<file path="src/rtl/jt7759_div_pkg.sv">
// jt7759_div_pkg
// Shared types and defaults for the multi-channel ADPCM clock-enable divider.
//   div_st_t : channel state (idle / running / finished one-shot)
//   DEF_*    : default channel count, prescaler ratio and divisor width
//   clog2    : width helper used to size the prescaler counter
package jt7759_div_pkg;

  typedef enum logic [1:0] {ST_IDLE, ST_RUN, ST_DONE} div_st_t;

  localparam int DEF_CH  = 4;
  localparam int DEF_PRE = 4;
  localparam int DEF_DW  = 5;

  // Smallest width w such that 2**w >= value
  function automatic int clog2(input int value);
    int w;
    w = 0;
    for (int k = 0; k < 31; k++) begin
      if ((1 << k) < value) w = k + 1;
    end
    return w;
  endfunction

endpackage

</file>
<file path="src/rtl/jt7759_div_ch.sv">
// jt7759_div_ch
// One divider channel: counts prescaled ticks and emits a one-clk strobe
// every (div_act+1) ticks, with enable, phase restart, divisor reload at
// wrap and an optional one-shot mode.
//   clk, rst_n : system clock, asynchronous active-low reset
//   tick       : prescaled tick shared by all channels
//   chen       : channel enable (level)
//   restart    : synchronous phase restart pulse
//   oneshot    : 1 = stop after the first strobe
//   divby      : divisor, sampled on entry to RUN and at each wrap
//   cendec     : registered output strobe
//   done       : one-shot completion flag
module jt7759_div_ch
  import jt7759_div_pkg::*;
#(
  parameter int DW = DEF_DW
) (
  input  logic          clk,
  input  logic          rst_n,
  input  logic          tick,
  input  logic          chen,
  input  logic          restart,
  input  logic          oneshot,
  input  logic [DW-1:0] divby,
  output logic          cendec,
  output logic          done
);

  div_st_t       r_state;
  div_st_t       w_stateNext;
  logic [DW-1:0] r_cntDiv;
  logic [DW-1:0] r_divAct;
  logic          r_cendec;
  logic          r_done;
  logic [DW-1:0] w_cntNext;
  logic [DW-1:0] w_actNext;
  logic          w_strobeNext;
  logic          w_doneNext;
  logic          w_wrap;

  assign w_wrap = tick && (r_cntDiv == r_divAct);

  // State register; the datapath registers ride along with it
  always_ff @(posedge clk or negedge rst_n) begin
    if (!rst_n) begin
      r_state  <= ST_IDLE;
      r_cntDiv <= '0;
      r_divAct <= '0;
      r_cendec <= 1'b0;
      r_done   <= 1'b0;
    end else begin
      r_state  <= w_stateNext;
      r_cntDiv <= w_cntNext;
      r_divAct <= w_actNext;
      r_cendec <= w_strobeNext;
      r_done   <= w_doneNext;
    end
  end

  // Next state: disable beats restart, restart beats normal progress
  always_comb begin
    w_stateNext = r_state;
    if (!chen) begin
      w_stateNext = ST_IDLE;
    end else if (restart) begin
      w_stateNext = ST_RUN;
    end else begin
      case (r_state)
        ST_IDLE: w_stateNext = ST_RUN;
        ST_RUN:  if (w_wrap && oneshot) w_stateNext = ST_DONE;
        default: w_stateNext = r_state;
      endcase
    end
  end

  // Datapath and output strobes. The divisor is only reloaded at a wrap
  // (or on entry to RUN), so a divisor change never cuts a period short.
  // A restart swallows any tick landing in the same clk.
  always_comb begin
    w_cntNext    = r_cntDiv;
    w_actNext    = r_divAct;
    w_strobeNext = 1'b0;
    w_doneNext   = r_done;
    if (!chen) begin
      w_cntNext  = '0;
      w_doneNext = 1'b0;
    end else if (restart) begin
      w_cntNext  = '0;
      w_actNext  = divby;
      w_doneNext = 1'b0;
    end else begin
      case (r_state)
        ST_IDLE: begin
          w_cntNext = '0;
          w_actNext = divby;
        end
        ST_RUN: begin
          if (w_wrap) begin
            w_cntNext    = '0;
            w_actNext    = divby;
            w_strobeNext = 1'b1;
            if (oneshot) w_doneNext = 1'b1;
          end else if (tick) begin
            w_cntNext = r_cntDiv + DW'(1);
          end
        end
        default: ;
      endcase
    end
  end

  assign cendec = r_cendec;
  assign done   = r_done;

endmodule

</file>
<file path="src/rtl/jt7759_div_mc.sv">
// jt7759_div_mc
// Multi-channel clock-enable divider for the ADPCM decoder clock tree.
// A shared prescaler divides cen by PRE; each channel divides the
// resulting tick by its own (divby+1).
//   clk, rst_n : system clock, asynchronous active-low reset
//   cen        : input clock enable, one clk wide
//   chen       : per-channel enable
//   restart    : per-channel phase restart pulse
//   oneshot    : per-channel one-shot mode
//   divby      : packed per-channel divisors, channel i at [i*DW +: DW]
//   cendec     : per-channel one-clk output strobes
//   done       : per-channel one-shot completion flags
module jt7759_div_mc
  import jt7759_div_pkg::*;
#(
  parameter int CH  = DEF_CH,
  parameter int PRE = DEF_PRE,
  parameter int DW  = DEF_DW
) (
  input  logic             clk,
  input  logic             rst_n,
  input  logic             cen,
  input  logic [CH-1:0]    chen,
  input  logic [CH-1:0]    restart,
  input  logic [CH-1:0]    oneshot,
  input  logic [CH*DW-1:0] divby,
  output logic [CH-1:0]    cendec,
  output logic [CH-1:0]    done
);

  localparam int PW = (PRE > 1) ? clog2(PRE) : 1;
  localparam logic [PW-1:0] PRE_LAST = PW'(PRE - 1);

  logic [PW-1:0] r_cntPre;
  logic          w_tick;

  // Shared prescaler; channel controls never touch its phase
  always_ff @(posedge clk or negedge rst_n) begin
    if (!rst_n) begin
      r_cntPre <= '0;
    end else if (cen) begin
      r_cntPre <= (r_cntPre == PRE_LAST) ? '0 : r_cntPre + PW'(1);
    end
  end

  assign w_tick = cen && (r_cntPre == PRE_LAST);

  for (genvar i = 0; i < CH; i++) begin : g_ch
    jt7759_div_ch #(
      .DW(DW)
    ) u_ch (
      .clk    (clk),
      .rst_n  (rst_n),
      .tick   (w_tick),
      .chen   (chen[i]),
      .restart(restart[i]),
      .oneshot(oneshot[i]),
      .divby  (divby[i*DW +: DW]),
      .cendec (cendec[i]),
      .done   (done[i])
    );
  end

endmodule

</file>
<file path="config.mk">
export PLATFORM = sky130hd
export DESIGN_NAME = jt7759_div_mc
export DESIGN_NICKNAME = d
export VERILOG_FILES = /design/src/rtl/jt7759_div_pkg.sv /design/src/rtl/jt7759_div_ch.sv /design/src/rtl/jt7759_div_mc.sv
export SDC_FILE = /design/constraint.sdc
export NUM_CORES = 1
export LEC_CHECK = 0
export CAP_MARGIN = 20
export CORE_UTILIZATION = 50
export CTS_CLUSTER_SIZE = 30
export DETAILED_ROUTE_END_ITERATION = 8
export PLACE_DENSITY = 0.72
export SLEW_MARGIN = 20
export SYNTH_ARGS = -nofsm -noshare
export SYNTH_HDL_FRONTEND = slang
export SYNTH_HIERARCHICAL = 1
export SYNTH_SLANG_ARGS = --single-unit
export TNS_END_PERCENT = 1
</file>
<file path="constraint.sdc">
create_clock -name clk -period 2.4 [get_ports clk]
set_input_delay 0.24 -clock clk [delete_from_list [all_inputs] [get_ports clk]]
set_output_delay 0.24 -clock clk [all_outputs]
set_load 0.01 [all_outputs]
</file>
After elaboration in Yosys (flattened, before gate mapping). Cells that the tools add are included.

Input bits: 35. Register bits after elaboration: 58.

Reduce and logical (&&, ||, !) cells: 33. Eq/ne operators: 37. Muxes and demuxes: 85. Add/subtract/negate cells: 5.

Operators by type and width (number): $mux W5 (24); $pmux W5 S2 (8); $mux W1 (36); $ne A3 B1 Y1 const B (12); $mux W2 (13); $reduce_and A3 Y1 (8); $add A5 B1 Y5 const B (4); $eq A5 B5 Y1 (4); $ne A4 B1 Y1 const B (4); $ne A4 B3 Y1 const B (4); $pmux W2 S2 (4); $reduce_and A2 Y1 (8); $ne A5 B4 Y1 const B (3); $ne A3 B2 Y1 const B (4); $reduce_bool A3 Y1 (4); $logic_and A1 B1 Y1 (9); $eq A2 B1 Y1 const B (4); $logic_not A2 Y1 (4); $ne A5 B3 Y1 const B (1); $add A2 B1 Y2 const B (1); $eq A2 B2 Y1 const B (1).

Logic depth before layout (Yosys ltp).
Depth after elaboration: 8. Mapped depth: 6. Depth with buffers taken out: 6.

Hierarchy. The synthesis kept the hierarchy.

Modules (own cells, without submodules): jt7759_div_ch (instances 4, area an instance 759.5 um^2, cells an instance 70, sequential area each 350.3 um^2); jt7759_div_mc (instances 1, area an instance 101.3 um^2, cells an instance 7, sequential area each 50.0 um^2).

Least setup slack after synthesis. No wires, ideal clock.

Kind: reg2reg. Start point: register r_cntPre[0]. End point: register g_ch[0].u_ch.r_divAct[0]. Clock period less this slack: 1740 ps. Data required time: 2275 ps. Data arrival time: 1615 ps. Setup time: 125 ps. Buffers on the path: 0. Cell stages (with the launch flop): 6. Slack: 660 ps. Cell sequence: dfrtp_1 ha_1 and2_2 nand4_2 o41ai_4 mux2_2.

Word-level cells in the longest chain between the ends: 5.

Ends and longest elaborated chain: start: declaration (line jt7759_div_mc.sv:34) `logic [PW-1:0] r_cntPre;`; start signal: assignment (line jt7759_div_mc.sv:42) `r_cntPre <= (r_cntPre == PRE_LAST) ? '0 : r_cntPre + PW'(1);`; $eq A2 B2 Y1 (line jt7759_div_mc.sv:46) `assign w_tick = cen && (r_cntPre == PRE_LAST);`; $logic_and A1 B1 Y1 (line jt7759_div_mc.sv:46); named net w_tick (line jt7759_div_mc.sv:35) `logic w_tick;`; $logic_and A1 B1 Y1 (line jt7759_div_ch.sv:41) `assign w_wrap = tick && (r_cntDiv == r_divAct);`; $ne A3 B2 Y1 (no source line); $reduce_and A3 Y1 (no source line); end signal: assignment (line jt7759_div_ch.sv:54) `r_divAct <= w_actNext;`; end: declaration (line jt7759_div_ch.sv:32) `logic [DW-1:0] r_divAct;`.

The timed path passes the listed nets, and every way through them passes these cells. A chain may end at the register's enable or synchronous reset.

Worst setup path after layout.
Start point: register r_cntPre[0]. End point: register g_ch[0].u_ch.r_divAct[2].

The elaborated chain is that of the path after synthesis.

==> results.md <==
* Status: complete, no violations
* Top_reg_cell synth: dfrtp_1
* Worst slew pin tran at 0.710 ns
* Placed cell area at 0.00375 sq mm
* Worst-path clk slew at 0.07 ns
* Final WL at 6300 microns
* Leak Pwr at 1.66 nW
* Maximum clock rate at 528 MHz
* Clock insertion delay at the later pin of the skew report at 0.33 ns
* Clock Tree Root: clkbuf_8
* R2R depth at 5
* All-Layer GR Usage at 0.218
* Vias at 2,444
* Top cell type's share of synthesized area at 0.462
* Post-Layout Inst Area at 0.00394 sq mm
* Worst EP arrival at 2.11 ns
* Syn Inst Count at 287
* Port Buffers at 42
* Die Ht at 81.2 microns
* Final Skew at 0.00710 ns
* Syn Area/Cell at 10.9 sq um
* Placed Cells at 414
* Hold Fails Final Rpt at 0
* Cell taking the most area after synthesis: dfrtp_1
* GRT overflow at 0
* Postcts setup bufs at 0
* Seq/Total Area, Yosys at 0.462
* Global-route wire length before repair at 10,900 microns
* Initial antenna violation count at 0
* Clock tree from TritonCTS: done
* Final nets at 391
* Kind of cell adding the most delay to the critical path: simple AND/OR/NAND/NOR gates
* Setup TNS at 0 ns
* CTS Buf Count at 9
* Post-CTS Resized at 0
* Initial core utilization at 0.524
* Vias in the first global route at 2,374
* I/O Pins at 43
* Largest net degree at the start of global routing at 31
* Dpl hpwl at 4520 microns
* Post-synth cell types at 30
* Drt first-iter violations at 143
* Slowest cell on crit path: o41ai_4
* Worst slack at placement at 0.213 ns
* Crit path max fanout at 7
* Area grow syn2layout at 25.5%
* Area contributors post-synth: dfrtp_1 (46%), mux2_2 (7.2%), xnor2_1 (5.6%), o41ai_4 (3.5%), o2111ai_1 (3.3%)
* # rows at 28
* H-tree depth at 3
* Final std cells w/o fill at 430
* Commonest cells in the netlist: dfrtp_1 (58), nand2_1 (24)
* Most frequent cell after synthesis: dfrtp_1
* DRC at 0
* Tightest Hold Check Type: input pin to asynchronous set/reset pin
* Power Dens Cells at 600 mW/mm^2
* Max Root-Sink Buffers at 2
* Slew HR at 0.526
* RSZ-0062 raised after global routing: no
* Seq cells post-synth at 58
* Buf+Inv Stages, Crit Path at 0
* Antenna Nets Post-Route at 0
* Critical Setup Path Class: flop to flop
* Final core area utilization at 0.658
* Critical-path cell list: ha_1 > and2_2 > nand4_2 > o41ai_4 > mux2_2
* Final Slew Violations at 0
* CTS Hold Bufs at 1
* Net Count, Synth at 327
* Peak supply drop at 0.000524 V
* Warnings, synthesis at 6
* RR Endpoint: g_ch[0].u_ch/r_divAct[2]$_DFFE_PN0P_
* Setup slack after layout at 0.505 ns
* Worst setup EP type: flop
* Ant diodes at 0
* RD Place Congestion at 0.817
* Core area at 0.00599 sq mm
* First-pass detailed-route iteration total at 5
* Fillers at 458
* Ys async rst share at 1.00
* Clock Sinks at 58
* Synthesized area at 0.00314 sq mm
* WP data required at 2.62 ns
* Die width at 81.2 microns
* DR WL/cell at 14.6 microns
* Worst r2r src: r_cntPre[0]$_DFFE_PN0P_
* Final worst path period share at 0.789
* Largest stage delay, worst path at 0.40 ns
* Layout cells sized above 1 at 0.175
* R2r setup slk at 0.51 ns
* Crit path time final at 1.89 ns
* Vias per inst at 5.68
* Post-synth EDFFs at 0
* Die area at 0.00660 sq mm
* Critical path launch point type: flop
* Max_cap viols at 0
* # setup viols final at 0
==> placed cells by master (no fill, tap or decap), types with 2 or more instances in the layout <==
| cell | n |
|---|---|
| and3_1 | 4 |
| a211oi_1 | 4 |
| nor2b_1 | 16 |
| nand2_1 | 24 |
| o41ai_4 | 4 |
| dfrtp_1 | 58 |
| nor4bb_1 | 4 |
| clkbuf_1 | 2 |
| nand2_2 | 4 |
| a32o_1 | 4 |
| a32oi_1 | 4 |
| and2_1 | 4 |
| nand2b_1 | 5 |
| buf_4 | 13 |
| o21a_1 | 4 |
| inv_1 | 4 |
| ha_1 | 5 |
| mux2_2 | 20 |
| a22o_1 | 4 |
| nor3b_1 | 4 |
| o21ai_0 | 20 |
| o2111ai_1 | 12 |
| clkbuf_8 | 10 |
| nand4_2 | 4 |
| o211ai_1 | 8 |
| clkdlybuf4s50_1 | 41 |
| and3b_1 | 4 |
| xnor2_1 | 20 |
| nand3_1 | 20 |
| clkinv_2 | 2 |
| nor2_1 | 16 |
==> flip-flops by register name, indices dropped and copies added, names as in the netlist <==
name,flops
g_ch.u_ch/done,4
g_ch.u_ch/r_state,8
r_cntPre,2
g_ch.u_ch/r_divAct,20
g_ch.u_ch/r_cntDiv,20
g_ch.u_ch/cendec,4
==> power breakdown <==
part	total, mW	leakage [nW]	switching [mW]	internal, mW
clock network	0.886	0.0962	0.386	0.500
logic	0.379	0.813	0.174	0.205
registers	1.10	0.749	0.0534	1.05
total	2.37	1.66	0.613	1.75
==> layer usage <==
metal  wire length, microns  global-route usage  up-vias
met2                   2950               0.345       48
met3                    206              0.0348        8
met5                      0                   0        -
li1                       -                   -     1195
met4                     93              0.0964        0
met1                   3050               0.293     1193
==> how the worst max path moves through the flow <==
stage	cells past startpoint	from	endpoint	slack (ns)
2_1_floorplan	5	r_cntPre[0]$_DFFE_PN0P_	g_ch[0].u_ch/r_divAct[0]$_DFFE_PN0P_	0.66
5_1_grt	5	r_cntPre[0]$_DFFE_PN0P_	g_ch[0].u_ch/r_divAct[1]$_DFFE_PN0P_	0.40
3_3_place_gp	5	cen	g_ch[2].u_ch/r_divAct[1]$_DFFE_PN0P_	0.25
3_5_place_dp	5	cen	g_ch[1].u_ch/r_divAct[1]$_DFFE_PN0P_	0.21
4_1_cts	5	r_cntPre[0]$_DFFE_PN0P_	g_ch[1].u_ch/r_divAct[1]$_DFFE_PN0P_	0.51
6_report	5	r_cntPre[0]$_DFFE_PN0P_	g_ch[0].u_ch/r_divAct[2]$_DFFE_PN0P_	0.51
==> final cells by class <==
| cell class | instances | area (sq um) | share of cell area |
|---|---|---|---|
| Tap cell | 75 | 93.8 | 0.0238 |
| Sequential cell | 58 | 1450 | 0.368 |
| Timing Repair Buffer | 57 | 543 | 0.138 |
| Clock inverter | 3 | 40.0 | 0.0102 |
| Clock buffer | 12 | 145 | 0.0368 |
| Inverter | 4 | 15.0 | 0.00381 |
| Multi-Input combinational cell | 221 | 1650 | 0.419 |
==> cells by family (layout without fill, tap and decap cells) <==
| kind of cell | count (synthesis) | in the layout | share of synthesized area |
|---|---|---|---|
| mux | 22 | 22 | 0.0797 |
| compound gates | 64 | 64 | 0.174 |
| flops | 58 | 58 | 0.462 |
| simple gates | 110 | 110 | 0.197 |
| fa+ha+maj | 5 | 5 | 0.0199 |
| buf+inv | 8 | 76 | 0.0112 |
| xor+xnor | 20 | 20 | 0.0558 |
==> through the flow <==
step | power, mW | hold WS (ns)
finish | 2.37 | 0.491
global route | 2.47 | 0.508
CTS | 2.38 | 0.497
detailed placement | 1.50 | 0.332
global placement | 1.49 | 0.317
floorplan | 1.34 | -0.0556
Note: power is estimated with default switching activity, not from simulation.
